$ cat src/rtl/prim_rec_iter_multi_if.sv
// Start/ready handshake and operand bus of the primitive-recursion iterator.
interface prim_rec_iter_multi_if #(
  parameter int BW = 16
);
  logic          ST;
  logic          RD;
  logic [BW-1:0] RES;
  logic          OVF;
  logic [1:0]    MODE;
  logic [BW-1:0] IN0;
  logic [BW-1:0] IN1;

  modport master (output ST, MODE, IN0, IN1, input RD, RES, OVF);
  modport slave  (input ST, MODE, IN0, IN1, output RD, RES, OVF);
endinterface

$ cat src/rtl/prim_rec_iter_multi.sv
// Iterative f(x,0)=g(x), f(x,k+1)=h(x,k,f) for MUL/POW/TRI/PROJ; RD drops while busy, starts ignored then.
// Latency E(N+2) for MUL/TRI, E(2+N*(BW+1)) for POW; PRIMREC_SAT_EN clamps overflowing steps to all-ones.
module prim_rec_iter_multi #(
  parameter int BW = 16
) (
  input logic CLK,
  input logic RST,
  prim_rec_iter_multi_if.slave bus
);

  localparam int BCW = (BW > 1) ? $clog2(BW) : 1;

  localparam logic [2:0] S_IDLE = 3'd0;
  localparam logic [2:0] S_INIT = 3'd1;
  localparam logic [2:0] S_STEP = 3'd2;
  localparam logic [2:0] S_MULT = 3'd3;
  localparam logic [2:0] S_DONE = 3'd4;

  localparam logic [1:0] MODE_MUL  = 2'b00;
  localparam logic [1:0] MODE_POW  = 2'b01;
  localparam logic [1:0] MODE_TRI  = 2'b10;
  localparam logic [1:0] MODE_PROJ = 2'b11;

  logic [2:0]      state;
  logic            st_old;
  logic            rd;
  logic            ovf;
  logic [BW-1:0]   res;
  logic [BW-1:0]   acc;
  logic [BW-1:0]   cnt;
  logic [BW-1:0]   x;
  logic [BW-1:0]   n;
  logic [1:0]      m;
  logic [BW-1:0]   mcand;
  logic [BW-1:0]   mplier;
  logic [2*BW-1:0] prod;
  logic [BCW-1:0]  bitcnt;

  logic            start;
  logic [BW-1:0]   add_op;
  logic [BW:0]     add_full;
  logic            add_ovf;
  logic [BW-1:0]   add_val;
  logic [2*BW-1:0] term;
  logic [2*BW-1:0] prod_nxt;
  logic            mul_ovf;
  logic [BW-1:0]   mul_val;
  logic [BW-1:0]   g_val;

  // DONE already shows RD=1, so it accepts a fresh start exactly like IDLE.
  assign start = bus.ST & ~st_old & ((state == S_IDLE) || (state == S_DONE));

  always_comb begin
    add_op   = (m == MODE_TRI) ? cnt : x;
    add_full = {1'b0, acc} + {1'b0, add_op};
    add_ovf  = add_full[BW];
    term     = mplier[bitcnt] ? ({{BW{1'b0}}, mcand} << bitcnt) : '0;
    prod_nxt = prod + term;
    mul_ovf  = |prod_nxt[2*BW-1:BW];
`ifdef PRIMREC_SAT_EN
    add_val  = add_ovf ? '1 : add_full[BW-1:0];
    mul_val  = mul_ovf ? '1 : prod_nxt[BW-1:0];
`else
    add_val  = add_full[BW-1:0];
    mul_val  = prod_nxt[BW-1:0];
`endif
    case (m)
      MODE_POW:  g_val = {{(BW-1){1'b0}}, 1'b1};
      MODE_PROJ: g_val = x;
      default:   g_val = '0;
    endcase
  end

  always_ff @(posedge CLK) begin
    if (RST) begin
      state  <= S_IDLE;
      st_old <= 1'b0;
      rd     <= 1'b1;
      ovf    <= 1'b0;
      res    <= '0;
      acc    <= '0;
      cnt    <= '0;
      x      <= '0;
      n      <= '0;
      m      <= MODE_MUL;
      mcand  <= '0;
      mplier <= '0;
      prod   <= '0;
      bitcnt <= '0;
    end else begin
      st_old <= bus.ST;
      case (state)
        S_IDLE, S_DONE: begin
          if (start) begin
            x     <= bus.IN0;
            n     <= (bus.MODE == MODE_PROJ) ? '0 : bus.IN1;
            m     <= bus.MODE;
            rd    <= 1'b0;
            ovf   <= 1'b0;
            state <= S_INIT;
          end else begin
            state <= S_IDLE;
          end
        end
        S_INIT: begin
          acc   <= g_val;
          cnt   <= '0;
          state <= S_STEP;
        end
        S_STEP: begin
          if (cnt == n) begin
            res   <= acc;
            rd    <= 1'b1;
            state <= S_DONE;
          end else if (m == MODE_POW) begin
            mcand  <= acc;
            mplier <= x;
            prod   <= '0;
            bitcnt <= '0;
            state  <= S_MULT;
          end else begin
            // PROJ never reaches here since its N is forced to 0.
            acc <= add_val;
            cnt <= cnt + BW'(1);
            if (add_ovf) ovf <= 1'b1;
          end
        end
        S_MULT: begin
          prod   <= prod_nxt;
          bitcnt <= bitcnt + BCW'(1);
          if (bitcnt == BCW'(BW-1)) begin
            acc   <= mul_val;
            cnt   <= cnt + BW'(1);
            if (mul_ovf) ovf <= 1'b1;
            state <= S_STEP;
          end
        end
        default: state <= S_IDLE;
      endcase
    end
  end

  assign bus.RD  = rd;
  assign bus.RES = res;
  assign bus.OVF = ovf;

endmodule

$ cat src/flat_wrapper.sv
// flat-port wrapper written by rule: the top's interface ports become plain ports
module prim_rec_iter_multi_flat 
#(
  parameter int BW = 16
)
  (CLK, RST, bus_ST, bus_MODE, bus_IN0, bus_IN1, bus_RD, bus_RES, bus_OVF);
  prim_rec_iter_multi_if #(.BW(BW)) bus_i ();
  input logic CLK;
  input logic RST;
  input wire logic [$bits(bus_i.ST)-1:0] bus_ST;
  input wire logic [$bits(bus_i.MODE)-1:0] bus_MODE;
  input wire logic [$bits(bus_i.IN0)-1:0] bus_IN0;
  input wire logic [$bits(bus_i.IN1)-1:0] bus_IN1;
  output wire logic [$bits(bus_i.RD)-1:0] bus_RD;
  output wire logic [$bits(bus_i.RES)-1:0] bus_RES;
  output wire logic [$bits(bus_i.OVF)-1:0] bus_OVF;
  assign bus_i.ST = bus_ST;
  assign bus_i.MODE = bus_MODE;
  assign bus_i.IN0 = bus_IN0;
  assign bus_i.IN1 = bus_IN1;
  assign bus_RD = bus_i.RD;
  assign bus_RES = bus_i.RES;
  assign bus_OVF = bus_i.OVF;
  prim_rec_iter_multi #(.BW(BW)) u_core (.CLK(CLK), .RST(RST), .bus(bus_i));
endmodule
$ cat config.mk
export PLATFORM = sky130hd
export DESIGN_NAME = prim_rec_iter_multi_flat
export DESIGN_NICKNAME = d
export VERILOG_FILES = /design/src/rtl/prim_rec_iter_multi_if.sv /design/src/rtl/prim_rec_iter_multi.sv /design/src/flat_wrapper.sv
export SDC_FILE = /design/constraint.sdc
export NUM_CORES = 1
export LEC_CHECK = 0
export CORE_UTILIZATION = 52
export DETAILED_ROUTE_END_ITERATION = 6
export PLACE_DENSITY = 0.75
export SLEW_MARGIN = 20
export SYNTH_ARGS = -nofsm -noshare
export SYNTH_HDL_FRONTEND = slang
export SYNTH_SLANG_ARGS = --single-unit
$ cat constraint.sdc
create_clock -name CLK -period 5.05 [get_ports CLK]
set_input_delay 1.01 -clock CLK [delete_from_list [all_inputs] [get_ports CLK]]
set_output_delay 1.01 -clock CLK [all_outputs]
set_load 0.05 [all_outputs]
==> results.yml, run 1 <==
status:
  status: "finished clean"
synthesis:
  syn_area_per_cell_um2: 7.86
  synth-seq-cells: 156
  ys_types: 83
  syn_area_um2: 9790
  synthTopCellsByArea: "dfxtp_1 32%, nand2_1 7.1%, a21oi_1 6.7%, ha_1 6.3%, nor2_1 5.6%"
  synthAdderAreaFrac_pct: 6.67
  synth.top_cell.area_share_pct: 31.9
  ys_warn_count: 0
  synthArstFlopShare_pct: 0
  synth_edf_count: 0
  muxShareOfSynthArea_pct: 8.30
  synth_cells: 1246
  synth-compound-area-share_pct: 21.1
  synthesis.nets: 1334
  ys.flop_type: "dfxtp_1"
  yosysTopAreaCell: "dfxtp_1"
  synth-xor-area-share_pct: 5.28
  synth_seq_area_share_pct: 31.9
  synth_top_family_by_area: "simple AND/OR/NAND/NOR gates"
  synthSimpleGateAreaFrac_pct: 23.0
place:
  port_buffers: 54
  routabilityCongestion: 0.967
  post-dp-hpwl_um: 20100
  place_area_um2: 10500
worst_setup_path:
  start_kind: "flip-flop"
  worst-path-buf-inv: 1
  reg2reg_slack_ns: 0.23
  rr_worst_depth: 17
  reg2reg_to: "u_core.bus.OVF"
  crit_chain: "buf_6 -> mux4_2 -> nand2_1 -> nand2_1 -> nand2_1 -> and2_0 -> a211oi_1 -> ha_1 -> a21o_1 -> a221oi_4 -> nor2_2 -> o311a_1 -> or3_1 -> a222oi_1 -> o2111ai_1 -> nor4_1 -> a21oi_1"
  critPathTopFamily: "compound AO/OA/AOI/OAI gates"
  cp_max_fo: 22
  cp_common_cell: "nand2_1"
  slowest_stage: "mux4_2"
  crit_path_max_incr_delay_ns: 0.55
  path_class: "reg2reg"
  required_ns: 5.36
  crit_path_end_kind: "flip-flop"
  timing.rr.start: "u_core.bitcnt[0]"
  arrival_ns: 5.13
global_routing:
  grt-ovfl-total: 0
  grt_max_degree: 92
  grt_usage_pct: 29.3
  grt_pass1_wl_um: 45000
  grt_pass1_vias: 8592
  antenna_found_initial: 0
clock_network:
  cts_max_level: 4
  clkTransAtPathRegs_ns: 0.07
  numCtsBuffers: 17
  cts-root-buf: "clkbuf_16"
  cts_tree: "built"
  cts.sinks: 156
  cts_max_path_buffers: 2
  insertion_delay_ns: 0.43
  post-cts-setup-buffers: 0
power:
  internal_power_mw: 2.21
  power_leakage_nw: 4.38
  irDropWorstVdd_uv: 245
  combPwrFrac_pct: 11.7
  p_seq_share_pct: 43.7
  power_frac_clock_pct: 44.5
  p_switching_mw: 0.844
  power_density_nw_per_um2: 275
  switching_share_pct: 27.6
floorplanning:
  start_util_pct: 53.8
  core_um2: 18200
  dieArea_um2: 19400
  ioPinCount: 55
  die_h_um: 139
  fp.dieW_um: 139
  fp-row-count: 49
detailed_routing:
  post_drt_wl_per_cell_um: 18.5
  drc: 0
  ant_nets: 0
  drt-pass1-iter-count: 5
  drtIter0Drc: 815
  viasPerCell: 6.23
  vias: 9405
  drt-total-wl_um: 27900
timing:
  hold_viol: 0
  fmax_mhz: 207
  skew_ns: 0.0139
  setup_viol: 0
  worst_pin_slew_ns: 1.12
  fin_tns_setup_ns: 0
  slew_viol_final: 0
  relSlewSlack_pct: 24.9
  post-route-period-util_pct: 95.4
  fin_crit_ns: 4.82
  rsz0062_at_grt: "no"
min_path:
  hold_path_end: "u_core.mplier[14]"
  hold_depth: 2
  hold_start: "u_core.mplier[14]"
  hp-class: "reg2reg"
cells_and_area:
  nNetsFinal: 1356
  area_growth_pct: 13.6
  final_layout_size_suffix_gt1_share_pct: 8.43
  final_cell_mix: "185 x nand2_1, 156 x dfxtp_1, 147 x nor2_1"
  final_common_cell: "nand2_1"
  diodes: 0
  fillers: 1544
  design_area_um2: 11100
flow_run:
  drv_cap: 0
[cells in the mapped netlist, drive strengths merged, types with 11 or more instances]
master / count
nand2: 185
a211oi: 25
nor2b: 12
ha: 49
a21oi: 131
a22oi: 17
buf: 11
or3: 13
o21ai: 47
nor2: 148
nand4: 14
and3: 11
nor3: 20
mux2: 21
nand3: 46
mux2i: 44
clkbuf: 60
xnor2: 38
dfxtp: 156
inv: 21
a21o: 21
xor2: 21
[flip-flops by register name, summed over array words and instances (netlist names)]
signal	flops
u_core.acc	16
u_core.bitcnt	4
u_core.n	16
u_core.st_old	1
u_core.bus.RES	16
u_core.cnt	16
u_core.bus.OVF	1
u_core.x	16
u_core.bus.RD	1
u_core.mcand	16
u_core.m	2
u_core.state	3
u_core.prod	32
u_core.mplier	16
[power by group through the flow]
stage,Combinational [mW],Sequential [mW],Clock (mW)
detailed placement,0.351,1.36,0
CTS,0.355,1.33,1.37
global placement,0.344,1.36,0
finish,0.359,1.34,1.36
floorplan,0.249,1.34,0
global route,0.398,1.34,1.43
[stage by stage]
| step | utilization, % | std cells | setup slack, ns | power [mW] | hold WS (ns) |
|---|---|---|---|---|---|
| 2_1_floorplan | - | 1246 | 0.214 | 1.59 | 0.433 |
| 3_3_place_gp | 57.7 | 1478 | 0.443 | 1.71 | 0.447 |
| 3_5_place_dp | 57.7 | 1478 | 0.268 | 1.71 | 0.452 |
| 4_1_cts | 61.0 | 1510 | 0.222 | 3.06 | 0.461 |
| 5_1_grt | 61.1 | 1510 | 0.00490 | 3.16 | 0.481 |
| 6_report | 61.1 | 1510 | 0.230 | 3.05 | 0.460 |
[worst max path at each step]
stage | start | to | slack [ns] | cells past startpoint
final | u_core.bitcnt[0] | u_core.bus.OVF | 0.23 | 17
after global routing | u_core.bitcnt[1] | u_core.bus.OVF | 0.005 | 16
after CTS | u_core.bitcnt[0] | u_core.bus.OVF | 0.22 | 15
after detailed placement | u_core.bitcnt[0] | u_core.bus.OVF | 0.27 | 15
after global placement | u_core.bitcnt[0] | u_core.bus.OVF | 0.44 | 15
after floorplan | u_core.bitcnt[0] | u_core.bus.OVF | 0.21 | 16
[cells by family (layout without fill, tap and decap cells)]
logic type                 Yosys count  after routing
muxes                               71             71
buffers and inverters               94            129
adders and majority gates           51             51
and+or+nand+nor                    495            495
DFF                                156            156
AOI/OAI and AO/OA                  320            320
xor gates and xnor gates            59             59
[tightest hold or removal path: stages (launching register included)]
cell and delay (ns):
dfxtp_1 0.31, nand2_1 0.05, a21oi_1 0.05
[cell type report]
type	instances	area [um2]	share of cell area, %
Multi-Input combinational cell	996	6320	56.9
Sequential cell	156	3120	28.1
Timing Repair Buffer	74	692	6.22
Clock buffer	18	429	3.86
Tap cell	229	287	2.58
Clock inverter	14	181	1.63
Inverter	23	86.3	0.776
[what timing repair did]
action	CTS	global route
setup endpoints to repair	0	1
gates resized for setup	0	2
hold endpoints to repair	0	0
hold buffers	0	0
[routing by layer]
layer | part of all wire (%) | vias to the layer above | track usage, %
met4 | 2.9 | 0 | 12.0
met1 | 45 | 4467 | 39.5
li1 | - | 4524 | -
met3 | 6.4 | 59 | 5.01
met5 | 0 | - | 0
met2 | 45 | 355 | 46.5
No activity file was read; power rests on OpenSTA's default activity.
==> inputs of run 2 (changes only) <==
--- a/config.mk
+++ b/config.mk
@@ -5,9 +5,9 @@
 export SDC_FILE = /design/constraint.sdc
 export NUM_CORES = 1
 export LEC_CHECK = 0
-export CORE_UTILIZATION = 52
+export CORE_UTILIZATION = 30
 export DETAILED_ROUTE_END_ITERATION = 6
-export PLACE_DENSITY = 0.75
+export PLACE_DENSITY_LB_ADDON = 0.25
 export SLEW_MARGIN = 20
 export SYNTH_ARGS = -nofsm -noshare
 export SYNTH_HDL_FRONTEND = slang
==> results.yml, run 2 (synthesized netlist as in run 1, its figures left out) <==
worst_setup_path:
  crit_chain: "buf_6 -> mux2_2 -> o21ai_0 -> o21ai_0 -> nor2_1 -> a211oi_1 -> ha_1 -> a21o_1 -> a221oi_4 -> nor2_2 -> o311a_1 -> or3_1 -> a222oi_1 -> o2111ai_1 -> nor4_1 -> a21oi_1"
  crit_path_end_kind: "flip-flop"
  arrival_ns: 5.04
  path_class: "reg2reg"
  crit_path_max_incr_delay_ns: 0.49
  cp_max_fo: 25
  rr_worst_depth: 16
  required_ns: 5.37
  start_kind: "flip-flop"
  slowest_stage: "dfxtp_1"
  cp_common_cell: "o21ai_0"
detailed_routing:
  drtIter0Drc: 586
  viasPerCell: 5.22
  drt-pass1-iter-count: 5
  vias: 8989
  drt-total-wl_um: 29500
  ant_nets: 0
  drc: 0
  post_drt_wl_per_cell_um: 17.1
cells_and_area:
  largest_reg_flops: 32
  nNetsFinal: 1361
  final_layout_size_suffix_gt1_share_pct: 8.94
  final_cell_mix: "185 x nand2_1, 155 x dfxtp_1, 147 x nor2_1"
  top_register: "u_core.prod"
  diodes: 0
  final_common_cell: "nand2_1"
  area_growth_pct: 16.7
power:
  total_power_mw: 3.03
  combPwrFrac_pct: 11.7
  internal_power_mw: 2.10
  power_leakage_nw: 4.40
  power_frac_clock_pct: 44.2
  p_seq_share_pct: 44.1
  p_switching_mw: 0.931
  irDropWorstVdd_uv: 219
  switching_share_pct: 30.7
  power_density_nw_per_um2: 265
timing:
  hold_viol: 0
  worst_pin_slew_ns: 0.928
  setup_viol: 0
  fmax_mhz: 212
  rsz0062_at_grt: "no"
  post-route-period-util_pct: 93.5
  relSlewSlack_pct: 38.1
  slew_viol_final: 0
  fin_crit_ns: 4.72
  hold_slack_ns: 0.461
  skew_ns: 0.0227
  fin_tns_setup_ns: 0
floorplanning:
  ioPinCount: 55
  core_um2: 31800
  dieArea_um2: 33400
  start_util_pct: 30.8
  fp.dieW_um: 183
  die_h_um: 183
  fp-row-count: 65
place:
  routabilityCongestion: 0.909
  post-dp-hpwl_um: 21700
  port_buffers: 54
clock_network:
  cts_max_path_buffers: 2
  insertion_delay_ns: 0.45
  cts_max_level: 4
  clkTransAtPathRegs_ns: 0.08
  cts-hold-fix-buffers: 0
  cts_tree: "built"
  cts-root-buf: "clkbuf_16"
  numCtsBuffers: 17
  cts.sinks: 156
min_path:
  hold_depth: 2
  hp-class: "reg2reg"
flow_run:
  drv_cap: 0
global_routing:
  grt-ovfl-total: 0
  grt_usage_pct: 18.1
  grt_max_degree: 83
  antenna_found_initial: 0
  grt_pass1_wl_um: 47600
  grt_pass1_vias: 8483
status:
  status: "finished clean"
## run 2: cell type report
cell class / instances / area, um2
clock buffers: 17 / 425
clock inverters: 15 / 186
fillers: 3356 / 20400
inverters: 23 / 90.1
multi-input cells: 996 / 6320
flip-flops and latches: 156 / 3120
well taps: 435 / 544
repair buffers: 79 / 729
## run 2: routing by layer
metal  wire length (um)  vias to the layer above  global-route usage (%)
met2              13400                      217                    29.3
met5                  0                        -                       0
met1              14500                     4223                    25.2
li1                   -                     4525                       -
met3               1180                       24                    2.43
met4                406                        0                    4.37
## run 2: critical path, delay by kind of cell, from the launching register on
family | cells | cell delay (ns)
flops | 1 | 0.49
fa+ha+maj | 1 | 0.36
simple gates | 4 | 0.92
compound gates | 9 | 2.16
buf+inv | 1 | 0.29
mux | 1 | 0.39
## run 2: power groups by stage
stage          logic [mW]  registers, mW  clock network (mW)
3_3_place_gp        0.351           1.36                   0
3_5_place_dp        0.353           1.37                   0
2_1_floorplan       0.249           1.34                   0
4_1_cts             0.355           1.34                1.36
6_report            0.355           1.33                1.34
5_1_grt             0.396           1.34                1.42
## run 2: what timing repair did
action,CTS,global route
endpoints found under the hold margin,0,0
setup buffers,0,4
gates resized for setup,0,3
setup endpoints to repair,0,1
## run 2: path summary, 6_finish.rpt
check | from | endpoint | slack (ns)
max | u_core.bitcnt[1] | u_core.bus.OVF | 0.33
max reg2reg | u_core.bitcnt[1] | u_core.bus.OVF | 0.33
min reg2reg | u_core.mplier[1] | u_core.mplier[1] | 0.46
min | u_core.mplier[1] | u_core.mplier[1] | 0.46
## run 2: through the flow
step	instances	instance area [um2]	util, %	worst slack, ns
global route	1721	11400	35.9	0.00684
detailed placement	1685	10800	33.9	0.217
floorplan	1246	9790	-	0.214
global placement	1685	10800	33.9	0.318
finish	1721	11400	35.9	0.329
CTS	1717	11400	35.8	0.189
==> inputs of run 3 (changes only) <==
--- a/config.mk
+++ b/config.mk
@@ -7,6 +7,7 @@
 export LEC_CHECK = 0
 export CORE_UTILIZATION = 30
 export DETAILED_ROUTE_END_ITERATION = 6
+export GPL_TIMING_DRIVEN = 0
 export PLACE_DENSITY_LB_ADDON = 0.25
 export SLEW_MARGIN = 20
 export SYNTH_ARGS = -nofsm -noshare
==> results.yml, run 3 (synthesized netlist as in run 1, its figures left out) <==
floorplanning:
  core_um2: 31800
  die_h_um: 183
  fp.dieW_um: 183
  dieArea_um2: 33400
  ioPinCount: 55
  fp-row-count: 65
  start_util_pct: 30.8
detailed_routing:
  drt-total-wl_um: 32700
  post_drt_wl_per_cell_um: 18.5
  ant_nets: 0
  drc: 0
  vias: 9376
  drtIter0Drc: 773
  drt-pass1-iter-count: 5
  viasPerCell: 5.30
worst_setup_path:
  crit_path_end_kind: "flip-flop"
  start_kind: "flip-flop"
  arrival_ns: 5.20
  path_class: "reg2reg"
  cp_max_fo: 10
  required_ns: 5.35
cells_and_area:
  design_area_um2: 11500
  top_register: "u_core.prod"
  seq_area_um2: 3130
  area_growth_pct: 17.8
  final_layout_size_suffix_gt1_share_pct: 7.95
  largest_reg_flops: 32
  final_cell_mix: "185 x nand2_1, 155 x dfxtp_1, 147 x nor2_1"
  diodes: 0
  final_common_cell: "nand2_1"
  nNetsFinal: 1409
  multi_input_area_um2: 6340
  fillers: 3364
global_routing:
  grt-ovfl-total: 0
  grt_usage_pct: 19.7
  grt_pass1_vias: 8759
  grt_max_degree: 17
  antenna_found_initial: 0
  grt_pass1_wl_um: 50400
clock_network:
  insertion_delay_ns: 0.44
  clkTransAtPathRegs_ns: 0.06
  cts.sinks: 156
  cts_max_level: 4
  numCtsBuffers: 17
  cts_max_path_buffers: 2
  cts-hold-fix-buffers: 0
  cts_tree: "built"
  cts-root-buf: "clkbuf_16"
status:
  status: "finished clean"
timing:
  hold_viol: 0
  worst_pin_slew_ns: 1.05
  setup_viol: 0
  timing.final.ws_setup_ns: 0.145
  slew_viol_final: 0
  hold_slack_ns: 0.462
  relSlewSlack_pct: 29.1
  fmax_mhz: 204
  post-route-period-util_pct: 97.1
  skew_ns: 0.0162
  fin_crit_ns: 4.91
power:
  total_power_mw: 3.01
  power_density_nw_per_um2: 261
  irDropWorstVdd_uv: 222
  power_leakage_nw: 4.41
place:
  place_ws_ns: -0.905
  post-dp-hpwl_um: 25100
  routabilityCongestion: 0.925
  port_buffers: 53
  place_area_um2: 10900
flow_run:
  drv_cap: 0
min_path:
  hp-class: "reg2reg"
[run 3: path summary, 6_finish.rpt]
kind	start	end	slack, ns	depth (start not counted)
worst max-delay path	u_core.bitcnt[0]	u_core.bus.OVF	0.14	16
worst min register to register	u_core.mplier[8]	u_core.mplier[8]	0.46	2
worst min-delay path	u_core.mplier[8]	u_core.mplier[8]	0.46	2
worst max register to register	u_core.bitcnt[0]	u_core.bus.OVF	0.14	16
[run 3: area by class of cell]
class,instances,area share (%)
inverter,23,0.749
buffer,71,2.59
sequential,156,27.1
tap,435,4.72
multi-input combinational,996,55.0
timing repair buffer,56,4.80
clock inverter,13,1.16
clock buffer,18,3.81
[run 3: worst max-delay path, stage by stage (launching register included)]
cell and delay [ns]:
dfxtp_4 0.40, clkbuf_8 0.20, mux4_2 0.56, o21bai_4 0.23
and2_4 0.20, clkbuf_4 0.20, a211oi_2 0.07, ha_1 0.39
a21o_1 0.27, a221oi_4 0.36, nor2_2 0.11, o311a_1 0.35
or3_1 0.34, a222oi_1 0.51, o2111ai_2 0.24, nor4_1 0.22
a21oi_1 0.12
[run 3: repair_timing]
item                                   CTS  global route
buffers inserted                         0             2
pin swaps                                1             6
endpoints found under the hold margin    0             0
setup endpoints to repair               21             3
resized for setup                       15            12
[run 3: routing by layer]
layer,track usage (%),share of wire [%]
met5,0,0
met4,6.42,2.5
met3,2.61,4.6
met2,31.1,44
met1,27.5,49
[run 3: metrics by stage]
step	util (%)	cells	setup TNS, ns
detailed placement	34.2	1735	-6.17
CTS	36.1	1766	0
global route	36.2	1768	-0.0132
global placement	34.2	1734	-5.58
finish	36.2	1768	0
floorplan	-	1246	0
[run 3: power breakdown]
part | internal (mW) | switching, mW | total [mW]
combinational | 0.150 | 0.235 | 0.386
sequential | 1.27 | 0.0669 | 1.34
clock | 0.703 | 0.585 | 1.29
